<file path="src/rtl/seg_scan_decoder_pkg.sv">
// Shared seven-segment definitions: active-low patterns in a..g order, scan FSM
// states and an_in helpers used by the scan decoder and the display driver.
package seg_pkg;

    localparam logic [0:6] SEG_BLANK = 7'b1111111;

    localparam logic [0:6] SEG_HEX0  = 7'b0000001;
    localparam logic [0:6] SEG_HEX1  = 7'b1001111;
    localparam logic [0:6] SEG_HEX2  = 7'b0010010;
    localparam logic [0:6] SEG_HEX3  = 7'b0000110;
    localparam logic [0:6] SEG_HEX4  = 7'b1001100;
    localparam logic [0:6] SEG_HEX5  = 7'b0100100;
    localparam logic [0:6] SEG_HEX6  = 7'b0100000;
    localparam logic [0:6] SEG_HEX7  = 7'b0001111;
    localparam logic [0:6] SEG_HEX8  = 7'b0000000;
    localparam logic [0:6] SEG_HEX9  = 7'b0001100;
    localparam logic [0:6] SEG_HEX10 = 7'b0001000;
    localparam logic [0:6] SEG_HEX11 = 7'b1100000;
    localparam logic [0:6] SEG_HEX12 = 7'b0110001;
    localparam logic [0:6] SEG_HEX13 = 7'b1000010;
    localparam logic [0:6] SEG_HEX14 = 7'b0110000;
    localparam logic [0:6] SEG_HEX15 = 7'b0111000;

    typedef enum logic [1:0] {
        WAIT   = 2'd0,
        SETTLE = 2'd1,
        HELD   = 2'd2
    } scan_state_t;

    // True when exactly one digit enable is driven low.
    function automatic logic an_onehot_low(input logic [3:0] an);
        logic [3:0] en;
        en = ~an;
        return (en != 4'd0) && ((en & (en - 4'd1)) == 4'd0);
    endfunction

    function automatic logic [1:0] an_index(input logic [3:0] an);
        logic [1:0] idx;
        idx = 2'd0;
        for (int i = 0; i < 4; i++) begin
            if (!an[i]) idx = 2'(i);
        end
        return idx;
    endfunction

endpackage

</file>
<file path="src/rtl/seg_scan_decoder_if.sv">
// Scanned display bus plus the decoded results seen by the consumer.
// No valid/ready here: capture and frame_valid are single-cycle strobes with no backpressure.
interface seg_scan_decoder_if;
    import seg_pkg::*;

    logic [0:6]  seg_in;
    logic [3:0]  an_in;
    logic [15:0] digits;
    logic [3:0]  digit_valid;
    logic [3:0]  digit_err;
    logic [15:0] frame;
    logic        frame_valid;
    logic        capture;
    scan_state_t dbg_state;

    modport master (
        output seg_in, an_in,
        input  digits, digit_valid, digit_err, frame, frame_valid, capture, dbg_state
    );

    modport slave (
        input  seg_in, an_in,
        output digits, digit_valid, digit_err, frame, frame_valid, capture, dbg_state
    );

endinterface

</file>
<file path="src/rtl/seg_scan_decoder_pattern_lut.sv">
// Combinational inverse of the hex display encoder: segment pattern to nibble,
// with separate flags for a recognised digit and an all-off blank.
module seg_pattern_lut
    import seg_pkg::*;
(
    input  logic [0:6] seg,
    output logic       known,
    output logic       blank,
    output logic [3:0] nibble
);

    always_comb begin
        known  = 1'b1;
        blank  = 1'b0;
        nibble = 4'h0;
        case (seg)
            SEG_HEX0:  nibble = 4'h0;
            SEG_HEX1:  nibble = 4'h1;
            SEG_HEX2:  nibble = 4'h2;
            SEG_HEX3:  nibble = 4'h3;
            SEG_HEX4:  nibble = 4'h4;
            SEG_HEX5:  nibble = 4'h5;
            SEG_HEX6:  nibble = 4'h6;
            SEG_HEX7:  nibble = 4'h7;
            SEG_HEX8:  nibble = 4'h8;
            SEG_HEX9:  nibble = 4'h9;
            SEG_HEX10: nibble = 4'hA;
            SEG_HEX11: nibble = 4'hB;
            SEG_HEX12: nibble = 4'hC;
            SEG_HEX13: nibble = 4'hD;
            SEG_HEX14: nibble = 4'hE;
            SEG_HEX15: nibble = 4'hF;
            SEG_BLANK: begin
                known = 1'b0;
                blank = 1'b1;
            end
            default:   known = 1'b0;
        endcase
    end

endmodule

</file>
<file path="src/rtl/seg_scan_decoder.sv">
// Recovers the four hex digits from a multiplexed seg/an bus once each digit
// has been stable long enough, and publishes a snapshot when all four are good.
module seg_scan_decoder
    import seg_pkg::*;
#(
    parameter int STABLE_CYCLES = 16
) (
    input  logic                clk,
    input  logic                reset,
    seg_scan_decoder_if.slave   bus
);

    localparam int             CW       = $clog2(STABLE_CYCLES + 1);
    localparam logic [CW-1:0]  CNT_MAX  = CW'(STABLE_CYCLES);
    localparam logic [CW-1:0]  CNT_FIRE = CW'(STABLE_CYCLES - 1);

    logic [0:6]    s_seg_q, p_seg_q;
    logic [3:0]    s_an_q, p_an_q;
    logic [CW-1:0] cnt_q, cnt_d;
    scan_state_t   state_q, state_d;
    logic [15:0]   digits_q, digits_d;
    logic [3:0]    valid_q, valid_d;
    logic [3:0]    err_q, err_d;
    logic [15:0]   frame_q, frame_d;
    logic          frame_valid_q, frame_valid_d;
    logic          capture_q, capture_d;

    logic          stable, legal, fire;
    logic          lut_known, lut_blank;
    logic [3:0]    lut_nibble;
    logic [1:0]    k;

    seg_pattern_lut u_lut (
        .seg    (s_seg_q),
        .known  (lut_known),
        .blank  (lut_blank),
        .nibble (lut_nibble)
    );

    always_comb begin
        stable = (s_seg_q == p_seg_q) && (s_an_q == p_an_q);
        legal  = an_onehot_low(s_an_q);
        k      = an_index(s_an_q);
        // cnt_q == STABLE_CYCLES-1 marks the final cycle of the settle window.
        fire   = (state_q == SETTLE) && stable && legal && (cnt_q == CNT_FIRE);

        if (!stable || !legal)    cnt_d = '0;
        else if (cnt_q != CNT_MAX) cnt_d = cnt_q + CW'(1);
        else                       cnt_d = cnt_q;

        state_d = state_q;
        case (state_q)
            WAIT:    if (legal) state_d = SETTLE;
            SETTLE:  if (!stable || !legal) state_d = WAIT;
                     else if (fire)          state_d = HELD;
            HELD:    if (!stable || !legal) state_d = WAIT;
            default: state_d = WAIT;
        endcase

        // A completed frame shows all-valid for one cycle, then starts over.
        digits_d      = digits_q;
        valid_d       = frame_valid_q ? 4'd0 : valid_q;
        err_d         = err_q;
        frame_d       = frame_q;
        frame_valid_d = 1'b0;
        capture_d     = fire;

        if (fire) begin
            if (lut_known) begin
                digits_d[{k, 2'b00} +: 4] = lut_nibble;
                valid_d[k]                = 1'b1;
                err_d[k]                  = 1'b0;
                if (valid_d == 4'hF) begin
                    frame_d       = digits_d;
                    frame_valid_d = 1'b1;
                end
            end else if (lut_blank) begin
                valid_d[k] = 1'b0;
            end else begin
                valid_d[k] = 1'b0;
                err_d[k]   = 1'b1;
            end
        end
    end

    always_ff @(posedge clk) begin
        if (reset) begin
            s_seg_q       <= '0;
            s_an_q        <= '0;
            p_seg_q       <= '0;
            p_an_q        <= '0;
            cnt_q         <= '0;
            state_q       <= WAIT;
            digits_q      <= '0;
            valid_q       <= '0;
            err_q         <= '0;
            frame_q       <= '0;
            frame_valid_q <= 1'b0;
            capture_q     <= 1'b0;
        end else begin
            s_seg_q       <= bus.seg_in;
            s_an_q        <= bus.an_in;
            p_seg_q       <= s_seg_q;
            p_an_q        <= s_an_q;
            cnt_q         <= cnt_d;
            state_q       <= state_d;
            digits_q      <= digits_d;
            valid_q       <= valid_d;
            err_q         <= err_d;
            frame_q       <= frame_d;
            frame_valid_q <= frame_valid_d;
            capture_q     <= capture_d;
        end
    end

    assign bus.digits      = digits_q;
    assign bus.digit_valid = valid_q;
    assign bus.digit_err   = err_q;
    assign bus.frame       = frame_q;
    assign bus.frame_valid = frame_valid_q;
    assign bus.capture     = capture_q;
    assign bus.dbg_state   = state_q;

endmodule

</file>
<file path="src/flat_wrapper.sv">
// flat-port wrapper written by rule: the top's interface ports become plain ports
module seg_scan_decoder_flat import seg_pkg::*;
#(
    parameter int STABLE_CYCLES = 16
)
  (clk, reset, bus_seg_in, bus_an_in, bus_digits, bus_digit_valid, bus_digit_err, bus_frame, bus_frame_valid, bus_capture, bus_dbg_state);
  seg_scan_decoder_if bus_i ();
  input  logic clk;
  input  logic reset;
  input wire logic [$bits(bus_i.seg_in)-1:0] bus_seg_in;
  input wire logic [$bits(bus_i.an_in)-1:0] bus_an_in;
  output wire logic [$bits(bus_i.digits)-1:0] bus_digits;
  output wire logic [$bits(bus_i.digit_valid)-1:0] bus_digit_valid;
  output wire logic [$bits(bus_i.digit_err)-1:0] bus_digit_err;
  output wire logic [$bits(bus_i.frame)-1:0] bus_frame;
  output wire logic [$bits(bus_i.frame_valid)-1:0] bus_frame_valid;
  output wire logic [$bits(bus_i.capture)-1:0] bus_capture;
  output wire logic [$bits(bus_i.dbg_state)-1:0] bus_dbg_state;
  assign bus_i.seg_in = bus_seg_in;
  assign bus_i.an_in = bus_an_in;
  assign bus_digits = bus_i.digits;
  assign bus_digit_valid = bus_i.digit_valid;
  assign bus_digit_err = bus_i.digit_err;
  assign bus_frame = bus_i.frame;
  assign bus_frame_valid = bus_i.frame_valid;
  assign bus_capture = bus_i.capture;
  assign bus_dbg_state = bus_i.dbg_state;
  seg_scan_decoder #(.STABLE_CYCLES(STABLE_CYCLES)) u_core (.clk(clk), .reset(reset), .bus(bus_i));
endmodule
</file>
<file path="config.mk">
export PLATFORM = sky130hd
export DESIGN_NAME = seg_scan_decoder_flat
export DESIGN_NICKNAME = d
export VERILOG_FILES = /design/src/rtl/seg_scan_decoder_pkg.sv /design/src/rtl/seg_scan_decoder_if.sv /design/src/rtl/seg_scan_decoder_pattern_lut.sv /design/src/rtl/seg_scan_decoder.sv /design/src/flat_wrapper.sv
export SDC_FILE = /design/constraint.sdc
export NUM_CORES = 1
export LEC_CHECK = 0
export ABC_AREA = 0
export ABC_CLOCK_PERIOD_IN_PS = 3700
export CAP_MARGIN = 40
export CORE_MARGIN = 4
export CORE_UTILIZATION = 25
export CTS_BUF_LIST = sky130_fd_sc_hd__clkbuf_8
export DETAILED_ROUTE_END_ITERATION = 10
export PLACE_DENSITY_LB_ADDON = 0.12
export SYNTH_ARGS = -nofsm -noshare
export SYNTH_HDL_FRONTEND = slang
export SYNTH_SLANG_ARGS = --single-unit
export TNS_END_PERCENT = 1
</file>
<file path="constraint.sdc">
create_clock -name clk -period 3.7 [get_ports clk]
set_clock_uncertainty 0.05 [all_clocks]
set_input_delay 0.555 -clock clk [delete_from_list [all_inputs] [get_ports clk]]
set_output_delay 0.555 -clock clk [all_outputs]
set_load 0.05 [all_outputs]
</file>
# --- After elaboration in Yosys (flattened, before gate mapping) ---
# Cells that the tools add are included.
totals:
  ff_bits: 71
  input_bits: 13
  output_inout_bits: 44
  elab_cells: 95
op_classes:
  addsub: 3
  magnitude_cmp: 2
  n_eq_ne: 27
  n_shift: 2
  muxes: 20
  bitwise: 9
  n_reduce_logical: 20
ops:
  columns: ["operator", "n"]
  rows:
  - ["$pmux W4 S15", 1]
  - ["$eq A7 B6 Y1 const B", 5]
  - ["$eq A7 B7 Y1 const B", 5]
  - ["$eq A7 B4 Y1 const B", 3]
  - ["$mux W4", 5]
  - ["$bwmux W16", 1]
  - ["$reduce_or A16 Y1", 1]
  - ["$shift A4 B6 Y16 const A", 1]
  - ["$shiftx A4 B6 Y16", 1]
  - ["$and A4 B4 Y4", 3]
  - ["$mux W2", 6]
  - ["$not A4 Y4", 2]
  - ["$or A4 B4 Y4", 2]
  - ["$eq A7 B1 Y1 const B", 1]
  - ["$eq A7 B3 Y1 const B", 1]
  - ["$eq A7 B5 Y1 const B", 1]
  - ["$eq A7 B7 Y1", 1]
  - ["$logic_not A7 Y1", 1]
  - ["$logic_and A1 B1 Y1", 6]
  - ["$ne A2 B1 Y1 const B", 3]
  - ["$neg A4 Y6", 1]
  - ["$pmux W2 S3", 1]
  - ["$reduce_and A3 Y1", 2]
  - ["$add A5 B1 Y5 const B", 1]
  - ["other kinds (21)", 28]

# --- Longest topological paths before layout ---
# Gate-level depths: netlist of the first run.
logic_depth:
  depth_word: 11
  ltp_mapped: 11
  mapped_depth_nobuf: 9

# --- By module ---
# A second synthesis of the first run with hierarchy kept.
hier_totals:
  cells_unflattened: 355
  area_unflattened_um2: 3485.8
by_module_without_submodules:
  columns: ["mod", "n_inst", "cells_each", "area_per_inst_um2", "seq_area_each_um2"]
  rows:
  - ["seg_scan_decoder", 1, 296, 3078.0, 1421.4]
  - ["seg_pattern_lut", 1, 59, 407.9, 0.0]

# --- Least setup slack after synthesis of the first run ---
# Ideal clock, no wire load.
synth_timing:
  path_kind: "register to register"
  start: "register u_core.s_an_q[1]"
  end: "register u_core.frame_q[5], in the netlist u_core.bus.frame[5]"
  setup_time_ns: 0.126
  arrival_time_ns: 2.241
  required_ns: 3.524
  slack_ns: 1.283
  stages_incl_launch_ff: 10
  path_buffers: 2
  period_less_slack_ns: 2.417
  cell_sequence: "dfxtp_1 and2b_1 nor2_1 ha_1 clkbuf_1 nand4_1 a211oi_1 nand3_4 buf_6 mux2i_1"
synth_via:
  elab_chain_cells: 10
  elab_cells_between_ends: 26
  cone_classes: "add/sub: 2; order compare: 2; eq/ne: 2; shift: 2; mux: 6; bitwise: 3; reduce/logical: 9"
synth_rtl:
  columns: ["element", "line", "text"]
  rows:
  - ["start, declared", "seg_scan_decoder.sv:18", "logic [3:0] s_an_q, p_an_q;"]
  - ["start signal, assigned", "seg_scan_decoder.sv:102", "s_an_q <= bus.an_in;"]
  - ["$mux W1", "seg_scan_decoder_pkg.sv:41", "if (!an[i]) idx = 2'(i);"]
  - ["$mux W2 (2 in series)", "seg_scan_decoder_pkg.sv:41", null]
  - ["$lt A2 B3 Y1 (implied by the code) or $ge A2 B1 Y1 (tied branches)", "seg_scan_decoder.sv:71", "valid_d[k] = 1'b1;"]
  - ["$logic_and A1 B1 Y1 (implied by the code)", "seg_scan_decoder.sv:71", null]
  - ["$mux W1 (implied by the code)", "seg_scan_decoder.sv:71", null]
  - ["$demux W1 S2", null, null]
  - ["$or A4 B4 Y4 (no line)", null, null]
  - ["$eq A4 B4 Y1", "seg_scan_decoder.sv:73", "if (valid_d == 4'hF) begin"]
  - ["$reduce_and A3 Y1 (no line)", null, null]
  - ["end signal, assigned", "seg_scan_decoder.sv:110", "frame_q <= frame_d;"]
  - ["end, declared", "seg_scan_decoder.sv:24", "logic [15:0] frame_q, frame_d;"]
# Several ways; a longest one is shown, not always the timed one.
# A chain may end at the register's enable or synchronous reset.

# --- Worst setup path in the final report of the first run ---
layout_timing:
  start: "register u_core.s_an_q[3]"
  end: "register u_core.frame_q[4], in the netlist u_core.bus.frame[4]"
layout_via:
  elab_chain_cells: 8
  elab_cells_between_ends: 24
  cone_classes: "add/sub: 2; order compare: 2; eq/ne: 2; shift: 2; mux: 4; bitwise: 3; reduce/logical: 9"
layout_rtl:
  columns: ["element", "line"]
  rows:
  - ["$mux W2 or $not A4 Y4 (tied branches)", "seg_scan_decoder_pkg.sv:41, seg_scan_decoder_pkg.sv:33"]
  - ["$lt A2 B3 Y1 (implied by the code) (tied with other cells)", "seg_scan_decoder.sv:71"]
  - ["$logic_and A1 B1 Y1 (implied by the code) or $and A4 B4 Y4 (tied branches)", "seg_scan_decoder.sv:71, seg_scan_decoder_pkg.sv:34"]
  - ["$mux W1 (implied by the code) or $logic_not A4 Y1 (tied branches)", "seg_scan_decoder.sv:71, seg_scan_decoder_pkg.sv:34"]
  - ["$demux W1 S2 or $logic_and A1 B1 Y1 (tied branches)", null]
  - ["$or A4 B4 Y4 (no line) or $logic_and A1 B1 Y1 (tied branches)", null]
  - ["$eq A4 B4 Y1 or $logic_and A1 B1 Y1 (tied branches)", "seg_scan_decoder.sv:73, seg_scan_decoder.sv:45"]
  - ["$reduce_and A3 Y1 (no line)", null]
# Several ways; a longest one is shown, not always the timed one.

==> results of run 1 <==
[state kept, by name (all words and copies together) (netlist names), named ones only]
name / count
u_core.cnt_q: 5
u_core.s_an_q: 4
u_core.bus.frame_valid: 1
u_core.p_an_q: 4
u_core.s_seg_q: 7
u_core.bus.digit_valid: 4
u_core.bus.dbg_state: 2
u_core.p_seg_q: 7
u_core.bus.capture: 1
u_core.bus.digits: 16
u_core.bus.frame: 16
[layout make-up]
class | count | area [um2]
clock buffer | 10 | 138
clock inverter | 3 | 15.0
fill | 1536 | 10000
inverter | 29 | 109
multi-input combinational | 280 | 2060
sequential | 71 | 1420
tap | 184 | 230
timing repair buffer | 65 | 652
[layout by cell type, fill, tap and decap left out, types with 3 or more instances in the layout]
cell	instances
dfxtp_1	71
clkdlybuf4s50_1	56
inv_1	30
nand2_1	28
mux2i_1	25
nor2b_1	23
o21ai_0	22
nor2_1	15
nor3_1	14
nand4_1	12
xnor2_1	12
a31oi_1	11
ha_1	11
o22ai_1	10
nand3_1	10
clkbuf_8	10
buf_4	7
nor4b_1	6
o32ai_1	6
nor4bb_1	5
a21oi_2	5
a211o_1	5
a311o_1	5
and3_1	4
a21oi_1	4
nor3b_2	4
and4b_1	3
xor2_1	3
[synth_stat cells (6+ instances only)]
cell type / instances / share of area
nand4_1: 12 / 0.020
nor4b_1: 6 / 0.014
ha_1: 11 / 0.037
o32ai_1: 6 / 0.014
a31oi_1: 11 / 0.018
o22ai_1: 10 / 0.017
buf_2: 9 / 0.012
inv_1: 28 / 0.028
dfxtp_1: 71 / 0.38
nor2b_1: 23 / 0.038
nand3_1: 10 / 0.013
nor2_1: 15 / 0.015
clkbuf_1: 8 / 0.0080
nor3_1: 14 / 0.019
xnor2_1: 12 / 0.028
o21ai_0: 22 / 0.029
nand2_1: 28 / 0.028
mux2i_1: 25 / 0.066
[routing by layer]
layer	global-route usage	share of wire	vias to the layer above
li1	-	-	1557
met1	0.169	0.49	1472
met2	0.189	0.46	65
met3	0.0317	0.043	2
met4	0.0405	0.0051	0
met5	0	0	-
[stage by stage]
| step | area [um2] | hold WS [ns] | setup slack, ns |
|---|---|---|---|
| after floorplan | 3770 | 0.444 | 1.28 |
| after global placement | 4430 | 0.400 | 0.878 |
| after detailed placement | 4470 | 0.408 | 0.819 |
| after CTS | 4620 | 0.419 | 0.797 |
| after global routing | 4620 | 0.435 | 0.585 |
| final | 4620 | 0.412 | 0.831 |
[cell families after synthesis]
logic type                 after synthesis  share of synthesized area
DFF                                     71                      0.377
and+or+nand+nor                        142                      0.237
xor gates and xnor gates                17                     0.0435
muxes                                   25                     0.0664
buffers and inverters                   57                     0.0770
AOI/OAI and AO/OA                       85                      0.162
adders and majority gates               11                     0.0365
[power breakdown]
part           switching (mW)  total (mW)  leakage (nW)  internal, mW
Combinational          0.0841       0.143          1.01        0.0592
Sequential             0.0251       0.800         0.577         0.775
Clock                   0.279       0.525        0.0827         0.246
[tightest hold or removal path, cell delays in order, from the launching register on]
cell	delay, ns
dfxtp_1	0.31
nand2_1	0.05
mux2i_1	0.05
[final timing paths]
path	startpoint	end	cells past startpoint
max reg2reg	u_core.s_an_q[3]$_SDFF_PP0_	u_core.bus.frame[4]$_SDFFE_PP0P_	7
max	u_core.s_an_q[3]$_SDFF_PP0_	u_core.bus.frame[4]$_SDFFE_PP0P_	7
min	u_core.bus.frame[6]$_SDFFE_PP0P_	u_core.bus.frame[6]$_SDFFE_PP0P_	2
min reg2reg	u_core.bus.frame[6]$_SDFFE_PP0P_	u_core.bus.frame[6]$_SDFFE_PP0P_	2
==> results.toml, run 1 <==
[cells_and_area]
final_nets = 480
area_growth_pct = 22.7
fin_util = 0.316
num_antenna_cells = 0
drive_gt1_frac = 0.0917
instances_no_fill = 642

[placed_design]
place_inst = 629
gp_congestion = 0.808
portBuffers = 56
hpwl_mm = 7.19

[sta]
report.final.slew_viol_count = 0
max_slew_margin = 0.376
period_share = 0.776
hold_viol_final = 0
max_clock_freq_mhz = 348
period_needed_ns = 2.87
grt_setup_unrepaired = "false"
setup_tns_ns = 0
tightestPinTransition_ns = 0.936
setup_viol = 0

[yosys]
syn_inst = 408
ys.flop_type = "dfxtp_1"
synth_nets = 432
ys_types = 60
synth_edf_count = 0
synthArstFlopShare = 0
yosysWarnings = 0
seq_area_frac_synth = 0.377
syn_area_mm2 = 0.00377
syn_area_per_cell_um2 = 9.23
ys_seq_elements = 71

[global_routing]
grt_max_degree = 40
track_usage = 0.123
grt_pass1_vias = 3098
antenna_found_initial = 0
grt_pass1_wl_mm = 16.4
grt.overflow.total = 0

[cts]
cts_tree = "done"
clk-insertion-delay-late_ns = 0.35
cts-buffers-inserted = 9
ctsHoldBuffers = 0
clock-root-buffer = "clkbuf_8"
clkSlewWorstSetupHoldPaths_ns = 0.08
cts_sinks = 71
clockBufferDepth = 2
cts_resized = 0
cts_setup_buffers = 0
htree_levels = 3

[power_and_ir_drop]
power_mw = 1.47
ir_drop_mv = 0.145
leakagePower_nw = 1.66
power-per-cell-area_mw_per_mm2 = 318

[floorplanning]
fp.dieW_um = 131
die_h_um = 131
fp.dieArea_mm2 = 0.0171
rows = 44
ios = 57
core_mm2 = 0.0146
initial_core_util = 0.257

[setup_path]
cpPeakStageDelay_ns = 0.55
crit_fanout = 16
arrival_ns = 3.05
cp_top_family = "simple AND/OR/NAND/NOR gates"
path_class = "reg2reg"
cp-start-kind = "flip-flop"
required_ns = 3.88
critical_path.slowest_cell = "dfxtp_1"
critPathCaptureType = "flip-flop"
worst-path-buf-inv = 1
cp_cell_sequence = "inv_1, nor2_1, ha_1, nand4_1, a211oi_1, nand3_4, mux2i_1"
rrSetupSlack_ns = 0.83

[run]
max_cap_viol_count = 0

[routing]
drtAntennaViolNets = 0
vias_per_cell = 4.82
drt_iter0_drc = 162
via_count = 3096
first_pass_iters = 4
routed_wl_mm = 10.0
routedWlPerCell_um = 15.6
drc = 0

[worst_hold_path]
hp-class = "reg2reg"

[run_status]
outcome = "finished clean"
Power figures use the tool's default switching activity.
==> run 2: changes to the inputs <==
Settings changed: ABC_CLOCK_PERIOD_IN_PS 3700 to 2390.
Clock period 3.7 ns to 2.39 ns, I/O delays scaled along.
==> run 2 against run 1 <==
Combinational power up 92%. Global-route usage down 0.17 points. Register-to-register slack worse by 0.67 ns. Utilization up 2.4 points. Worst setup slack worse by 0.67 ns. Hold slack about the same. Critical path depth up 3. Cell area up 7.5%. Critical path type unchanged.
==> results.toml, run 2 (synthesis gave the netlist of run 1 again) <==
[cells_and_area]
final_cell_mix = "dfxtp_1 (69), clkdlybuf4s50_1 (56), buf_4 (31)"
final_nets = 508
area_growth_pct = 31.8
num_antenna_cells = 0
instances_no_fill = 673
final_common_cell = "dfxtp_1"
drive_gt1_frac = 0.174

[routing]
drtAntennaViolNets = 0
drc = 0
vias_per_cell = 4.79
routedWlPerCell_um = 15.0
via_count = 3225
drt_iter0_drc = 280
routed_wl_mm = 10.1
first_pass_iters = 4

[cts]
clkSlewWorstSetupHoldPaths_ns = 0.08
cts-buffers-inserted = 9
ctsHoldBuffers = 0
clk-insertion-delay-late_ns = 0.37
clockBufferDepth = 2
cts_sinks = 71
htree_levels = 3
cts_tree = "done"
clock-root-buffer = "clkbuf_8"

[sta]
setup_viol = 0
hold_slack_ns = 0.411
grt_setup_unrepaired = "false"
hold_viol_final = 0
period_share = 0.934
max_slew_margin = 0.437
period_needed_ns = 2.23
tightestPinTransition_ns = 0.833
report.final.slew_viol_count = 0
max_clock_freq_mhz = 448
setup_tns_ns = 0

[setup_path]
worst-path-buf-inv = 2
startpoint = "u_core.cnt_q[0]$_SDFFE_PP0P_"
crit_fanout = 10
cpPeakStageDelay_ns = 0.37
arrival_ns = 2.43
critPathCaptureType = "flip-flop"
cp_top_family = "simple AND/OR/NAND/NOR gates"
worstReg2RegStart = "u_core.cnt_q[0]$_SDFFE_PP0P_"
cp-start-kind = "flip-flop"
path_class = "reg2reg"
critical_path.slowest_cell = "dfxtp_4"
cp_cell_sequence = "ha_4, and3_4, ha_2, and3b_2, nand4_1, nor4_4, buf_4, clkbuf_16, a311o_1, o21ai_0"
required_ns = 2.59

[global_routing]
grt.overflow.total = 0
grt_pass1_wl_mm = 16.1
grt_pass1_vias = 3125
antenna_found_initial = 0
grt_max_degree = 46
track_usage = 0.121

[placed_design]
hpwl_mm = 7.13
gp_congestion = 0.798
portBuffers = 56
place_inst = 651

[run_status]
outcome = "finished clean"

[floorplanning]
rows = 44
core_mm2 = 0.0146
fp.dieArea_mm2 = 0.0171
die_h_um = 131
fp.dieW_um = 131
ios = 57
initial_core_util = 0.257

[power_and_ir_drop]
power-per-cell-area_mw_per_mm2 = 494
ir_drop_mv = 0.189
leakagePower_nw = 1.83

[worst_hold_path]
hp-class = "reg2reg"
hold_start = "u_core.bus.frame[2]$_SDFFE_PP0P_"

[run]
max_cap_viol_count = 0
[run 2: final timing paths]
check,end,slack [ns],depth (start not counted)
max,u_core.bus.digits[15]$_SDFFE_PP0P_,0.16,10
min,u_core.bus.frame[2]$_SDFFE_PP0P_,0.41,2
max reg2reg,u_core.bus.digits[15]$_SDFFE_PP0P_,0.16,10
min reg2reg,u_core.bus.frame[2]$_SDFFE_PP0P_,0.41,2
[run 2: tightest hold or removal path: stages (launching register included)]
cell     delay, ns
dfxtp_1       0.31
nand2_1       0.05
mux2i_1       0.05
[run 2: routing by layer]
| layer | wire length [um] | vias to the layer above | global-route usage |
|---|---|---|---|
| met5 | 0 | - | 0 |
| met4 | 208 | 0 | 0.0587 |
| met3 | 490 | 14 | 0.0297 |
| met2 | 4580 | 76 | 0.182 |
| met1 | 4840 | 1510 | 0.163 |
| li1 | - | 1625 | - |
[run 2: area by class of cell]
| cell class | instances | area [um2] |
|---|---|---|
| fillers | 1514 | 9680 |
| flip-flops and latches | 71 | 1430 |
| repair buffers | 93 | 918 |
| clock inverters | 7 | 63.8 |
| inverters | 29 | 109 |
| clock buffers | 9 | 124 |
| multi-input cells | 280 | 2090 |
| well taps | 184 | 230 |
[run 2: power by group]
group          internal (mW)  switching, mW  leakage, nW
logic                  0.118          0.156         1.15
clock network          0.474          0.486        0.103
registers               1.20         0.0207        0.578
[run 2: stage by stage]
| step | power (mW) | setup WS [ns] | util | area, um2 |
|---|---|---|---|---|
| global route | 2.57 | 0.0104 | 0.339 | 4970 |
| floorplan | 1.42 | 0.0758 | - | 3770 |
| global placement | 1.52 | 0.0856 | 0.319 | 4660 |
| detailed placement | 1.52 | 0.0461 | 0.319 | 4660 |
| CTS | 2.50 | 0.0453 | 0.331 | 4850 |
| finish | 2.45 | 0.158 | 0.339 | 4970 |
[run 2: repair_timing]
item | CTS | global route
hold endpoints to repair | 0 | 0
gates resized for setup | 0 | 12
setup endpoints to repair | 0 | 23
setup buffers | 0 | 5
==> run 3: changes to the inputs <==
Settings changed: ABC_CLOCK_PERIOD_IN_PS 2390 to 1900, CORE_MARGIN 4 to default.
Clock period 2.39 ns to 1.9 ns, I/O delays scaled along.
==> run 3 against run 2 <==
The run now ends with design-rule violations, negative setup slack left. Clock power up 50%. Cell count up 8.0%. Combinational power rose by 57%. Utilization is 3.4 points higher. Die area decreased by 9.0%. First-iteration DRC count is 27% lower. Cell area is 10% higher.
==> results.toml, run 3 (synthesis gave the netlist of run 1 again) <==
[cells_and_area]
final_nets = 562
fin_util = 0.373
n_fill_cell = 1511
final_area_mm2 = 0.00546
num_antenna_cells = 0
seqCellArea_mm2 = 0.00143
drive_gt1_frac = 0.302
multi_input_area_mm2 = 0.00213
area_growth_pct = 45.0
final_common_cell = "buf_4"
final_cell_mix = "buf_4 (100), dfxtp_1 (66), inv_1 (28), nand2_1 (28), clkdlybuf4s50_1 (28)"

[cts]
clk-insertion-delay-late_ns = 0.37
clockBufferDepth = 2
clkSlewWorstSetupHoldPaths_ns = 0.08
cts_tree = "done"
ctsHoldBuffers = 0
cts_sinks = 71
htree_levels = 3
cts-buffers-inserted = 9
clock-root-buffer = "clkbuf_8"

[sta]
grt_setup_unrepaired = "true"
tightestPinTransition_ns = 0.512
fin_ws_ns = -0.203
hold_slack_ns = 0.400
max_clock_freq_mhz = 476
period_share = 1.11
period_needed_ns = 2.10
hold_viol_final = 0
report.final.slew_viol_count = 0
setup_viol = 40
max_slew_margin = 0.658

[floorplanning]
rows = 44
fp.dieArea_mm2 = 0.0156
ios = 57
fp.dieW_um = 125
initial_core_util = 0.257
core_mm2 = 0.0146
die_h_um = 125

[setup_path]
cp-start-kind = "flip-flop"
crit_top_cell = "buf_12"
cpPeakStageDelay_ns = 0.33
critical_path.slowest_cell = "dfxtp_2"
r2r_cells = 10
crit_fanout = 16
arrival_ns = 2.30
crit_cells = 10
worst-path-buf-inv = 2
critPathCaptureType = "flip-flop"
path_class = "reg2reg"
cp_cell_sequence = "ha_1, and3_1, ha_2, and3b_1, nand4_1, nor4_4, buf_12, nand3_4, buf_12, mux2i_1"
cp_top_family = "simple AND/OR/NAND/NOR gates"
required_ns = 2.10

[global_routing]
grt_pass1_vias = 3327
grt_max_degree = 46
antenna_found_initial = 0
grt_pass1_wl_mm = 17.4
grt.overflow.total = 0
track_usage = 0.143

[routing]
drtAntennaViolNets = 0
routedWlPerCell_um = 14.3
first_pass_iters = 8
routed_wl_mm = 10.4
drc = 4
via_count = 3384
drt_iter0_drc = 204
vias_per_cell = 4.65

[power_and_ir_drop]
p_clk_frac = 0.423
switching_share = 0.257
seqPwrFrac = 0.451
ir_drop_mv = 0.320
internal_power_mw = 2.53
p_switching_uw = 877
power-per-cell-area_mw_per_mm2 = 623
power_frac_comb = 0.126
leakagePower_nw = 2.32

[placed_design]
place_area_mm2 = 0.00514
gp_congestion = 0.790
hpwl_mm = 7.58
portBuffers = 56

[run_status]
violations = "design-rule violations, negative setup slack"
outcome = "finished, violations left"

[run]
max_cap_viol_count = 0

[worst_hold_path]
hp-class = "in2reg"
hold_depth = 2
[run 3: changes by cell type in the layout (fill, tap and decap cells not counted), sizes merged]
cell / delta
buf: +74
clkdlybuf4s50: -28
dlymetal6s2s: +7
clkinv: -5
clkinvlp: +2
dlygate4sd2: +2
bufinv: +1
clkbuf: +1
[run 3: power by group through the flow]
stage | Clock [mW] | Combinational, mW | Sequential (mW)
5_1_grt | 1.55 | 0.469 | 1.54
3_3_place_gp | 0 | 0.419 | 1.57
3_5_place_dp | 0 | 0.419 | 1.57
6_report | 1.44 | 0.430 | 1.54
2_1_floorplan | 0 | 0.236 | 1.56
4_1_cts | 1.48 | 0.427 | 1.54
[run 3: routing by layer]
metal | global-route usage | wire length, um
met5 | 0 | 0
met3 | 0.0301 | 353
met2 | 0.225 | 4900
met4 | 0.0581 | 165
met1 | 0.188 | 4980
[run 3: area by class of cell]
cell class / count / share of cell area
tap: 184 / 0.0421
timing repair buffer: 147 / 0.245
multi-input combinational: 280 / 0.390
clock buffer: 11 / 0.0277
clock inverter: 5 / 0.0147
inverter: 29 / 0.0199
sequential: 71 / 0.261
[run 3: worst register-to-register path: cells and delay by family, from the launching register on]
| kind | cells | cell delay, ns |
|---|---|---|
| and+or+nand+nor | 5 | 0.79 |
| buffers and inverters | 2 | 0.36 |
| DFF | 1 | 0.33 |
| adders and majority gates | 2 | 0.32 |
| muxes | 1 | 0.13 |
[run 3: worst paths after layout]
kind | start | end | slack, ns
max | u_core.cnt_q[0]$_SDFFE_PP0P_ | u_core.bus.frame[13]$_SDFFE_PP0P_ | -0.20
min | bus_seg_in[2] | u_core.s_seg_q[4]$_SDFF_PP0_ | 0.40
max reg2reg | u_core.cnt_q[0]$_SDFFE_PP0P_ | u_core.bus.frame[13]$_SDFFE_PP0P_ | -0.20
min reg2reg | u_core.bus.frame[7]$_SDFFE_PP0P_ | u_core.bus.frame[7]$_SDFFE_PP0P_ | 0.41
[run 3: stage by stage]
stage / setup WS (ns) / total power [mW] / instances / TNS (ns)
after floorplan: -0.223 / 1.79 / 408 / -5.83
after global placement: -0.203 / 1.99 / 711 / -6.46
after detailed placement: -0.215 / 1.99 / 711 / -6.87
after CTS: -0.205 / 3.45 / 727 / -6.12
after global routing: -0.347 / 3.55 / 727 / -11.99
final: -0.203 / 3.41 / 727 / -5.80
[run 3: repair_timing]
item                       CTS  global route
pin swaps                    0             2
setup buffers                0             0
setup endpoints to repair   49            56
resized for setup           12            19
